==> src/rtl/relin_pkg.sv <==
// Shared types and default sizes for the relinearization-key stream scheduler.
package relin_pkg;

  typedef enum logic [1:0] {
    IDLE     = 2'd0,
    WAIT_RDY = 2'd1,
    STREAM   = 2'd2,
    DONE     = 2'd3
  } state_t;

  typedef enum logic {
    PHASE_C0 = 1'b0,
    PHASE_C1 = 1'b1
  } phase_t;

  localparam int unsigned DEFAULT_TILE_WIDTH = 8;
  localparam int unsigned DEFAULT_KEY_LENGTH = 512;
  localparam int unsigned DEFAULT_ITER_WIDTH = 8;

endpackage

==> src/rtl/relin_tile_tracker.sv <==
// Tile counter, last-tile detect and loader address/protocol checking.
module relin_tile_tracker #(
  parameter int unsigned TILE_WIDTH = 8,
  parameter int unsigned KEY_LENGTH = 512,
  localparam int unsigned NUM_TILES = KEY_LENGTH / TILE_WIDTH,
  localparam int unsigned CNT_W     = $clog2(NUM_TILES),
  localparam int unsigned ADDR_W    = $clog2(KEY_LENGTH) + 1
) (
  input  logic              clk,
  input  logic              reset,
  input  logic              clear,
  input  logic              accept,
  input  logic              clear_err,
  input  logic [ADDR_W-1:0] loader_address,
  input  logic              loader_request_new_input,
  output logic [CNT_W-1:0]  tile_cnt,
  output logic              at_last,
  output logic              addr_err
);

  logic [ADDR_W-1:0] expected_addr;
  logic              err_hit;

  assign at_last       = (tile_cnt == CNT_W'(NUM_TILES - 1));
  assign expected_addr = ADDR_W'(tile_cnt) * ADDR_W'(TILE_WIDTH);
  // Wrong address, or the loader claiming its last tile before we reach it.
  assign err_hit = accept & ((loader_address != expected_addr) |
                             (loader_request_new_input & ~at_last));

  always_ff @(posedge clk or posedge reset) begin
    if (reset) begin
      tile_cnt <= '0;
    end else if (clear) begin
      tile_cnt <= '0;
    end else if (accept) begin
      tile_cnt <= at_last ? '0 : tile_cnt + CNT_W'(1);
    end
  end

  // Sticky until the next accepted job start.
  always_ff @(posedge clk or posedge reset) begin
    if (reset) begin
      addr_err <= 1'b0;
    end else if (clear_err) begin
      addr_err <= 1'b0;
    end else if (err_hit) begin
      addr_err <= 1'b1;
    end
  end

endmodule

==> src/rtl/relin_key_sched.sv <==
// Relinearization-key streaming scheduler: per iteration streams C0 then C1 tiles.
// Optional RELIN_KEY_SCHED_PERF_EN adds saturating stream/stall cycle counters.
module relin_key_sched
  import relin_pkg::*;
#(
  parameter int unsigned RELIN_KEY_TILE_WIDTH = DEFAULT_TILE_WIDTH,
  parameter int unsigned RELIN_KEY_LENGTH     = DEFAULT_KEY_LENGTH,
  parameter int unsigned ITER_WIDTH           = DEFAULT_ITER_WIDTH
) (
  input  logic                                                   clk,
  input  logic                                                   reset,
  input  logic                                                   start,
  input  logic [ITER_WIDTH-1:0]                                  job_iters,
  input  logic                                                   abort,
  input  logic                                                   mult_ready,
  input  logic                                                   loader_valid_address,
  input  logic [$clog2(RELIN_KEY_LENGTH):0]                      loader_address,
  input  logic                                                   loader_request_new_input,
  output logic                                                   loader_request,
  output logic                                                   loader_c1_or_c0,
  output logic                                                   tile_valid,
  output logic [$clog2(RELIN_KEY_LENGTH/RELIN_KEY_TILE_WIDTH)-1:0] tile_index,
  output logic                                                   tile_phase,
  output logic                                                   tile_last,
  output logic                                                   busy,
  output logic                                                   done,
  output logic                                                   aborted,
  output logic                                                   addr_err
`ifdef RELIN_KEY_SCHED_PERF_EN
  ,
  output logic [31:0]                                            perf_busy_cycles,
  output logic [31:0]                                            perf_stall_cycles
`endif
);

  localparam int unsigned NUM_TILES = RELIN_KEY_LENGTH / RELIN_KEY_TILE_WIDTH;
  localparam int unsigned CNT_W     = $clog2(NUM_TILES);

  state_t                state, state_nxt;
  phase_t                phase;
  logic [ITER_WIDTH-1:0] iters_q;
  logic [ITER_WIDTH-1:0] iter_cnt;
  logic                  zero_done;
  logic                  aborted_q;
  logic [CNT_W-1:0]      tile_cnt;
  logic                  at_last;
  logic                  in_stream;
  logic                  accept;
  logic                  last_iter;
  logic                  c1_end;
  logic                  start_ok;
  logic                  start_zero;
  logic                  abort_hit;

  assign in_stream  = (state == STREAM);
  assign accept     = in_stream & loader_valid_address;
  assign last_iter  = (iter_cnt == iters_q - ITER_WIDTH'(1));
  assign c1_end     = accept & at_last & (phase == PHASE_C1);
  assign start_ok   = (state == IDLE) & start & (job_iters != '0);
  assign start_zero = (state == IDLE) & start & (job_iters == '0);
  assign abort_hit  = (state != IDLE) & abort;

  relin_tile_tracker #(
    .TILE_WIDTH (RELIN_KEY_TILE_WIDTH),
    .KEY_LENGTH (RELIN_KEY_LENGTH)
  ) u_tracker (
    .clk                      (clk),
    .reset                    (reset),
    .clear                    (~in_stream),
    .accept                   (accept),
    .clear_err                (start_ok),
    .loader_address           (loader_address),
    .loader_request_new_input (loader_request_new_input),
    .tile_cnt                 (tile_cnt),
    .at_last                  (at_last),
    .addr_err                 (addr_err)
  );

  always_ff @(posedge clk or posedge reset) begin
    if (reset) begin
      state <= IDLE;
    end else begin
      state <= state_nxt;
    end
  end

  always_comb begin
    state_nxt = state;
    unique case (state)
      IDLE: begin
        if (start_ok) state_nxt = WAIT_RDY;
      end
      WAIT_RDY: begin
        if (abort)           state_nxt = IDLE;
        else if (mult_ready) state_nxt = STREAM;
      end
      STREAM: begin
        if (abort)                  state_nxt = IDLE;
        else if (c1_end && last_iter) state_nxt = DONE;
        else if (c1_end && !mult_ready) state_nxt = WAIT_RDY;
      end
      DONE: begin
        state_nxt = IDLE;
      end
      default: state_nxt = IDLE;
    endcase
  end

  // Request falls in the final C1 tile cycle when the loader must not wrap.
  always_comb begin
    loader_request = 1'b0;
    tile_valid     = 1'b0;
    tile_last      = 1'b0;
    busy           = (state != IDLE);
    done           = zero_done;
    unique case (state)
      STREAM: begin
        loader_request = ~abort & ~(loader_valid_address & at_last & (phase == PHASE_C1) &
                                    (last_iter | ~mult_ready));
        tile_valid     = loader_valid_address;
        tile_last      = loader_valid_address & at_last & (phase == PHASE_C1) & last_iter;
      end
      DONE:    done = 1'b1;
      default: ;
    endcase
  end

  always_ff @(posedge clk or posedge reset) begin
    if (reset) begin
      phase     <= PHASE_C0;
      iters_q   <= '0;
      iter_cnt  <= '0;
      zero_done <= 1'b0;
      aborted_q <= 1'b0;
    end else begin
      zero_done <= start_zero;
      aborted_q <= abort_hit;
      if (start_ok) begin
        iters_q  <= job_iters;
        iter_cnt <= '0;
        phase    <= PHASE_C0;
      end else if (abort_hit) begin
        phase <= PHASE_C0;
      end else if (accept && at_last) begin
        if (phase == PHASE_C0) begin
          phase <= PHASE_C1;
        end else begin
          phase    <= PHASE_C0;
          iter_cnt <= iter_cnt + ITER_WIDTH'(1);
        end
      end
    end
  end

  assign loader_c1_or_c0 = phase;
  assign tile_phase      = phase;
  assign tile_index      = tile_cnt;
  assign aborted         = aborted_q;

`ifdef RELIN_KEY_SCHED_PERF_EN
  always_ff @(posedge clk or posedge reset) begin
    if (reset) begin
      perf_busy_cycles  <= '0;
      perf_stall_cycles <= '0;
    end else if (start_ok) begin
      perf_busy_cycles  <= '0;
      perf_stall_cycles <= '0;
    end else begin
      if (state == STREAM && perf_busy_cycles != '1)
        perf_busy_cycles <= perf_busy_cycles + 32'd1;
      if (state == WAIT_RDY && perf_stall_cycles != '1)
        perf_stall_cycles <= perf_stall_cycles + 32'd1;
    end
  end
`endif

endmodule

==> config.mk <==
export PLATFORM = sky130hd
export DESIGN_NAME = relin_key_sched
export DESIGN_NICKNAME = d
export VERILOG_FILES = /design/src/rtl/relin_pkg.sv /design/src/rtl/relin_tile_tracker.sv /design/src/rtl/relin_key_sched.sv
export SDC_FILE = /design/constraint.sdc
export NUM_CORES = 1
export LEC_CHECK = 0
export BUFFER_PORTS_ARGS = -buffer_cell sky130_fd_sc_hd__buf_2
export CAP_MARGIN = 5
export CORE_AREA = 2 2 63 65
export DETAILED_ROUTE_END_ITERATION = 10
export DIE_AREA = 0 0 65 67
export PLACE_DENSITY = 0.77
export SYNTH_ARGS = -nofsm -noshare
export SYNTH_HDL_FRONTEND = slang
export SYNTH_HIERARCHICAL = 1
export SYNTH_SLANG_ARGS = --single-unit
==> constraint.sdc <==
create_clock -name clk -period 1.8 [get_ports clk]
set_input_delay 0 -clock clk [delete_from_list [all_inputs] [get_ports clk]]
set_output_delay 0 -clock clk [all_outputs]
set_load 0.03 [all_outputs]
; Word level (Yosys, flattened, before mapping)
; Cells that the tools add are included.
[op_classes]
add_sub_neg = 3
eq_ne = 11
muxes = 24
n_bitwise = 20
n_reduce_logical = 14
[ops]
columns = op, count
row1 = $mux 8, 4
row2 = $mux 6, 3
row3 = $and 1x1->1, 14
row4 = $mux 2, 6
row5 = $mux 1, 10
row6 = $ne 10x9->1, 1
row7 = $add 8x1->8 const B, 1
row8 = $eq 8x8->1, 1
row9 = $logic_not 8->1, 1
row10 = $pmux 2 s4, 1
row11 = $reduce_bool 2->1, 4
row12 = $reduce_bool 8->1, 1
row13 = $sub 8x1->8 const B, 1
row14 = $add 6x1->6 const B, 1
row15 = $eq 6x6->1 const B, 1
row16 = $reduce_and 3->1, 2
row17 = $eq 2x2->1 const B, 2
row18 = $ne 2x2->1 const B, 2
row19 = $ne 4x2->1 const B, 1
row20 = $not 1->1, 4
row21 = $logic_and 1x1->1, 3
row22 = $ne 3x3->1 const B, 1
row23 = $reduce_bool 3->1, 1
row24 = $eq 2x1->1 const B, 1
row25 = 4 further kinds, 5
[totals]
regBits = 28
in_bits = 25
out_inout_bits = 15
elab_cells = 80

; Longest topological paths before layout
; Gate-level depths: netlist of run 1.
[depth]
ltp_word = 9
ltp_mapped = 8
ltp_nobuf = 8

; By module
; The synthesis of run 1 kept the hierarchy.
[by_module_without_submodules]
columns = module, n_inst, cells_per_inst, area_per_inst_um2, seq_area_each_um2
row1 = relin_key_sched, 1, 127, 1262.5, 525.5
row2 = relin_tile_tracker, 1, 48, 442.9, 175.2

; Worst setup path after synthesis of run 1
; Ideal clock, no wire load.
[synth_timing]
kind = register -> output
start = register iters_q[0]
end = output tile_last
arrival_time_ns = 2.517
required_time_ns = 1.800
slack_ns = -0.717
path_stages_with_launch = 8
path_buffers = 0
cell_sequence = dfrtp_1 -> inv_1 -> ha_1 -> or3b_1 -> xnor2_1 -> nor3_2 -> nand4_4 -> nor4_1
[synth_between]
elab_chain_len = 4
[synth_rtl]
columns = item, line_no
row1 = start: declaration, relin_key_sched.sv:41  ; logic [ITER_WIDTH-1:0] iters_q;
row2 = start signal: assignment, relin_key_sched.sv:139  ; iters_q <= job_iters;
row3 = $sub 8x1->8, relin_key_sched.sv:57  ; assign last_iter = (iter_cnt == iters_q - ITER_WIDTH'(1));
row4 = $eq 8x8->1, relin_key_sched.sv:57
row5 = $and 1x1->1, relin_key_sched.sv:121  ; tile_last = loader_valid_address & at_last & (phase == PHASE_C1) & last_iter;
row6 = $mux 1, relin_key_sched.sv:116  ; unique case (state)
row7 = end: declaration, relin_key_sched.sv:24  ; output logic tile_last,
; No other way between the ends.

; Worst setup path after layout of run 1
; Same ends and word-level chain as after synthesis.

==> summary.md, run 1 <==
| Metric | Value |
|---|---|
| Status | `complete, but fails checks` |
| Clock transition at path regs | `0.10 ns` |
| Nets | `280` |
| Critical Path, Cell by Cell | `inv_2 -> ha_4 -> or3b_4 -> xnor2_2 -> nor3_2 -> nand4_4 -> nor4_4 -> buf_4` |
| Dpl cell area | `2140 um2` |
| Hold Startpoint | `abort` |
| Avg WL per Cell | `14.0 um` |
| EDFF count, synth | `0` |
| Sequential cell area | `704 um2` |
| Fin Clk Skew | `0.00328 ns` |
| Commonest cells after routing, fill and taps aside | `buf_2, buf_4, dfrtp_1` |
| Period utilisation layout | `1.21` |
| Layout Area Growth over Synthesis | `44.3%` |
| Final wirelength | `4190 um` |
| Total CTS buffers | `3` |
| Slew Limit Fails | `0` |
| Crit Path Category | `flop to output port` |
| PD cells | `1070 nW/um2` |
| Crit path required time | `1.80 ns` |
| Layout cells sized above 1 | `0.410` |
| Hold Crit Depth | `2` |
| Core Region | `3610 um2` |
| H-tree depth | `1` |
| # IOs | `40` |
| Setup WS pre-CTS | `-0.150 ns` |
| Vias | `1560` |
| Top cells by area, synth | `dfrtp_1, xor2_1, xnor2_1` |
| Worst setup margin | `-0.385 ns` |
| Maximum vdd drop | `894 uV` |
| Final ANT Viol Nets | `0` |
| Async SR Flop Fraction | `1.00` |
| DRC | `0` |
| Min Tclk post-route | `2.18 ns` |
| Register area share after synthesis | `0.411` |
| WP depth | `8` |
| Worst skew pair latency | `0.27 ns` |
| Die Height | `67 um` |
| Commonest non-fill, non-tap cell in the layout | `buf_2` |
| CTS Buffer Depth | `2` |
| Vias per Instance | `5.22` |
| R2R Setup Slk | `-0.29 ns` |
| Max-Cap Viols | `0` |
| Count of different cell masters after synthesis | `46` |
| FP Rows | `22` |
| Setup repair after global routing missed its margin | `yes` |
| Hold Crit Class | `primary input to flop` |
| Initial antenna violation count | `0` |
| Cell count after synthesis | `175` |
| Fin Hold WS | `0.0235 ns` |
| Yosys top cell area share | `0.411` |
| ANT cells | `0` |
| Drt pass-1 iters | `4` |
| Maximum clock frequency | `458 MHz` |
| Min-Delay Endpoint | `state[1]` |
| Port Buf Inserts | `39` |
| Reg2reg path depth | `9` |
| Final core occ | `0.683` |
| Root Buffer | `clkbuf_8` |
| Bufs and invs on worst path | `2` |
| Synth Cell Area | `1710 um2` |
| GPL Wtd Cong | `0.898` |
| Yosys top cell by area | `dfrtp_1` |
| Failing checks | `negative setup slack` |
| Startpoint type of the worst setup path | `flop` |
| Gr ovfl total | `0` |
| Vias in the first global route | `1554` |
| Lkg Pwr | `0.00111 uW` |
| DP HPWL | `2950 um` |
| Syn Nets | `203` |
| GR Util All Layers | `0.208` |
| Final setup violation count | `4` |
| Synth Area per Inst | `9.75 um2` |
| Crit Path Max Fanout | `4` |
| Slowest stage cell, crit path | `dfrtp_1` |
| FILL cells | `273` |
| Chip Width | `65 um` |
| Largest net degree at the start of global routing | `22` |
| Max incr delay on CP | `0.42 ns` |
| CP Capture Type | `output port` |
| Top_reg_cell synth | `dfrtp_1` |
| #FFs+latches synth | `28` |
| YS warnings | `6` |
| Reg2reg end | `state[0]` |
| # clock sinks | `28` |
| Arrival time worst endpoint | `2.18 ns` |
| CTS tree | `built` |
| Multi-input logic area | `1080 um2` |
| Reg2reg start | `iters_q[0]` |
| Final Cell Area | `2460 um2` |
| Die area | `4360 um2` |
| CP top delay family | `simple AND/OR/NAND/NOR gates` |
| Slew headroom | `0.456` |
| Tightest Pin Transition | `0.815 ns` |
| Fin. Hold Viols | `0` |
| Initial drt markers | `109` |
| First-pass GRT wire length | `6910 um` |
| Initial Utilization | `0.473` |
==> cell usage after synthesis (all sizes together) (2+ instances only) <==
cell / number
o21ai: 9
nand2: 14
nand3: 8
a21oi: 8
mux2i: 2
or4: 2
nand2b: 2
nor2b: 3
a21o: 2
dfrtp: 28
buf: 4
xnor2: 11
or3: 3
nor3: 6
and2: 4
mux2: 5
nor4: 6
inv: 7
nand4: 3
or3b: 2
ha: 3
xor2: 14
nor2: 14
==> layer usage <==
metal | wire [um] | vias up | track usage
met5 | 0 | - | 0
met4 | 40 | 0 | 0.0559
met3 | 199 | 6 | 0.0490
met2 | 2110 | 43 | 0.390
met1 | 1850 | 743 | 0.235
li1 | - | 768 | -
==> state kept, by name, indices dropped and copies added (netlist names) <==
signal              flops
u_tracker/addr_err      1
loader_c1_or_c0         1
zero_done               1
aborted                 1
iter_cnt                8
u_tracker/tile_cnt      6
state                   2
iters_q                 8
==> cells by family (layout without fill, tap and decap cells) <==
logic type,count (synthesis),in the layout,synth area share
DFF,28,28,0.411
xor gates and xnor gates,25,25,0.128
muxes,7,7,0.0448
adders and majority gates,3,3,0.0220
buffers and inverters,12,88,0.0308
AOI/OAI and AO/OA,28,28,0.114
and+or+nand+nor,72,72,0.249
==> worst max-delay path by stage <==
stage | start | end
floorplan | u_tracker/tile_cnt[0] | iter_cnt[3]
global placement | iters_q[0] | state[1]
detailed placement | iters_q[0] | state[1]
CTS | iters_q[0] | tile_last
global route | iters_q[0] | tile_last
finish | iters_q[0] | tile_last
==> stage by stage <==
step           setup TNS (ns)  std cells  total power, uW
3_3_place_gp           -0.195        277             1890
3_5_place_dp           -0.464        277             1920
5_1_grt                 -1.80        299             2780
4_1_cts                 -1.05        297             2600
2_1_floorplan          -0.270        175             1550
6_report                -1.30        299             2630
==> area by class of cell <==
class | count | area share
tap | 48 | 0.0244
clock inverter | 1 | 0.0122
inverter | 7 | 0.0107
clock buffer | 3 | 0.0168
multi-input combinational | 135 | 0.439
timing repair buffer | 77 | 0.211
sequential | 28 | 0.286
==> power breakdown <==
group / switching [uW] / internal [uW]
logic: 597 / 614
registers: 172 / 745
clock network: 200 / 298
==> timing repair <==
item                       in CTS  in global routing
pin swaps                       3                  6
setup endpoints to repair       7                 13
setup buffers                   4                  2
hold buffers                   12                  0
resized for setup              13                  5
hold endpoints to repair       38                  0
No activity file was read; power rests on OpenSTA's default activity.
==> run 2: changes to the inputs <==
--- a/config.mk
+++ b/config.mk
@@ -5,12 +5,14 @@
 export SDC_FILE = /design/constraint.sdc
 export NUM_CORES = 1
 export LEC_CHECK = 0
+export ABC_AREA = 0
 export BUFFER_PORTS_ARGS = -buffer_cell sky130_fd_sc_hd__buf_2
 export CAP_MARGIN = 5
-export CORE_AREA = 2 2 63 65
+export CORE_AREA = 2 2 60 62
 export DETAILED_ROUTE_END_ITERATION = 10
-export DIE_AREA = 0 0 65 67
-export PLACE_DENSITY = 0.77
+export DIE_AREA = 0 0 62 64
+export PLACE_DENSITY = 0.81
+export SLEW_MARGIN = 40
 export SYNTH_ARGS = -nofsm -noshare
 export SYNTH_HDL_FRONTEND = slang
 export SYNTH_HIERARCHICAL = 1
==> constraint.sdc (replaced) <==
create_clock -name clk -period 2.3 [get_ports clk]
set_input_delay 0 -clock clk [delete_from_list [all_inputs] [get_ports clk]]
set_output_delay 0 -clock clk [all_outputs]
set_load 0.03 [all_outputs]
==> summary.md, run 2 (synthesis results as in run 1) <==
| Metric | Value |
|---|---|
| Power share of the clock group | `0.179` |
| Reg2reg path depth | `8` |
| Largest net degree at the start of global routing | `22` |
| CTS tree | `built` |
| Fin Clk Skew | `0.00948 ns` |
| PD cells | `811 nW/um2` |
| Min Tclk post-route | `2.29 ns` |
| Hold Crit Class | `primary input to flop` |
| Initial antenna violation count | `0` |
| Final setup violation count | `0` |
| Min-Delay Endpoint | `state[0]` |
| CTS Buffer Depth | `2` |
| Nets | `265` |
| First-pass GRT wire length | `6100 um` |
| Die area | `3970 um2` |
| Clock transition at path regs | `0.16 ns` |
| Vias | `1501` |
| Core Region | `3280 um2` |
| ANT cells | `0` |
| Crit Path Category | `flop to output port` |
| DP HPWL | `2570 um` |
| Crit path required time | `2.30 ns` |
| Vias in the first global route | `1445` |
| FILL cells | `249` |
| Int Pwr | `1140 uW` |
| Status | `finished clean` |
| Layout cells sized above 1 | `0.305` |
| Commonest cells after routing, fill and taps aside | `buf_2, dfrtp_1, nand2_1, xor2_1, dlygate4sd3_1` |
| Total CTS buffers | `3` |
| R2R Setup Slk | `0.15 ns` |
| Setup repair after global routing missed its margin | `yes` |
| Maximum clock frequency | `437 MHz` |
| Final Cell Area | `2230 um2` |
| H-tree depth | `1` |
| Drt pass-1 iters | `4` |
| Net switching power | `677 uW` |
| Startpoint type of the worst setup path | `flop` |
| Fin. Hold Viols | `0` |
| GR Util All Layers | `0.201` |
| Hold Startpoint | `mult_ready` |
| DRC | `0` |
| Period utilisation layout | `0.994` |
| Maximum vdd drop | `599 uV` |
| Lkg Pwr | `0.00101 uW` |
| Vias per Instance | `5.32` |
| Worst skew pair latency | `0.33 ns` |
| Commonest non-fill, non-tap cell in the layout | `buf_2` |
| Arrival time worst endpoint | `2.29 ns` |
| # IOs | `40` |
| Sequential Power Share | `0.384` |
| CP Capture Type | `output port` |
| Avg WL per Cell | `13.3 um` |
| Sum Neg Setup Slack | `0 ns` |
| Largest regs | `iter_cnt: 8 flops, iters_q: 8 flops, u_tracker/tile_cnt: 6 flops` |
| Root Buffer | `clkbuf_4` |
| Chip Width | `62 um` |
| Pwr Total | `1810 uW` |
| Final wirelength | `3750 um` |
| Slew headroom | `0.707` |
| FP Rows | `21` |
| Placed cell count | `259` |
| Reg2reg end | `state[1]` |
| Sw frac | `0.373` |
| Port Buf Inserts | `39` |
| Tightest Pin Transition | `0.438 ns` |
| Reg2reg start | `iters_q[1]` |
| Fin cells | `282` |
| Gr ovfl total | `0` |
| Slew Limit Fails | `0` |
| # clock sinks | `28` |
| Initial drt markers | `60` |
| Max-Cap Viols | `0` |
| Crit Path Max Fanout | `3` |
| Comb pwr share | `0.438` |
| Die Height | `64 um` |
| Fin Hold WS | `0.0435 ns` |
| GPL Wtd Cong | `0.818` |
| Layout Area Growth over Synthesis | `31.0%` |
| Initial Utilization | `0.519` |
| Dpl cell area | `1970 um2` |
| Hold Crit Depth | `3` |
| Final ANT Viol Nets | `0` |
==> run 2: cell count changes in the layout (fill, tap and decap cells not counted), sizes merged <==
cell | before | now
dlygate4sd3 | 12 | 14
buf | 65 | 47
clkbuf | 3 | 4
==> run 2: worst max-delay path, cell delays in order (launching register included) <==
cell and delay, ns:
dfrtp_1 0.43, inv_1 0.10, ha_1 0.18, or3b_4 0.41, xnor2_1 0.15, nor3_2 0.17
nand4_4 0.14, a2bb2oi_2 0.19, clkbuf_4 0.18
==> run 2: what timing repair did <==
| action | in CTS | in global routing |
|---|---|---|
| gates resized for setup | 3 | 5 |
| hold endpoints to repair | 40 | 0 |
| hold buffers | 14 | 0 |
| setup buffers | 3 | 2 |
| pin swaps | 4 | 0 |
| setup endpoints to repair | 2 | 2 |
| cloned | 0 | 0 |
==> run 2: layout make-up <==
class                           count  area [um2]  area share
Inverter                            7        26.3      0.0118
Multi-Input combinational cell    135         990       0.443
Clock buffer                        3        22.5      0.0101
Timing Repair Buffer               62         408       0.183
Clock inverter                      1        30.0      0.0134
Sequential cell                    28         701       0.314
Tap cell                           46        57.6      0.0258
==> run 2: power groups by stage <==
stage / logic [uW] / clock network, uW / registers, uW
2_1_floorplan: 498 / 0 / 697
3_3_place_gp: 647 / 0 / 697
3_5_place_dp: 659 / 0 / 705
4_1_cts: 733 / 333 / 684
5_1_grt: 859 / 358 / 715
6_report: 793 / 324 / 695
==> run 2: per-layer routing <==
layer / global-route usage / share of wire / routed length, um
met1: 0.274 / 0.43 / 1630
met2: 0.316 / 0.51 / 1900
met3: 0.0202 / 0.039 / 148
met4: 0.0851 / 0.021 / 80
met5: 0 / 0 / 0
==> run 2: how the worst max path moves through the flow <==
stage	start	endpoint	slack [ns]	depth (start not counted)
2_1_floorplan	iters_q[0]	tile_last	0.12	7
3_3_place_gp	iters_q[0]	tile_last	0.24	8
3_5_place_dp	iters_q[0]	tile_last	0.22	8
4_1_cts	iters_q[0]	loader_request	0.02	6
5_1_grt	iters_q[1]	loader_request	-0.07	8
6_report	iters_q[1]	loader_request	0.01	8
==> run 2: metrics by stage <==
stage	utilization	setup WS, ns
3_5_place_dp	0.599	0.218
2_1_floorplan	-	0.119
5_1_grt	0.680	-0.0706
4_1_cts	0.668	0.0166
3_3_place_gp	0.599	0.245
6_report	0.680	0.0131
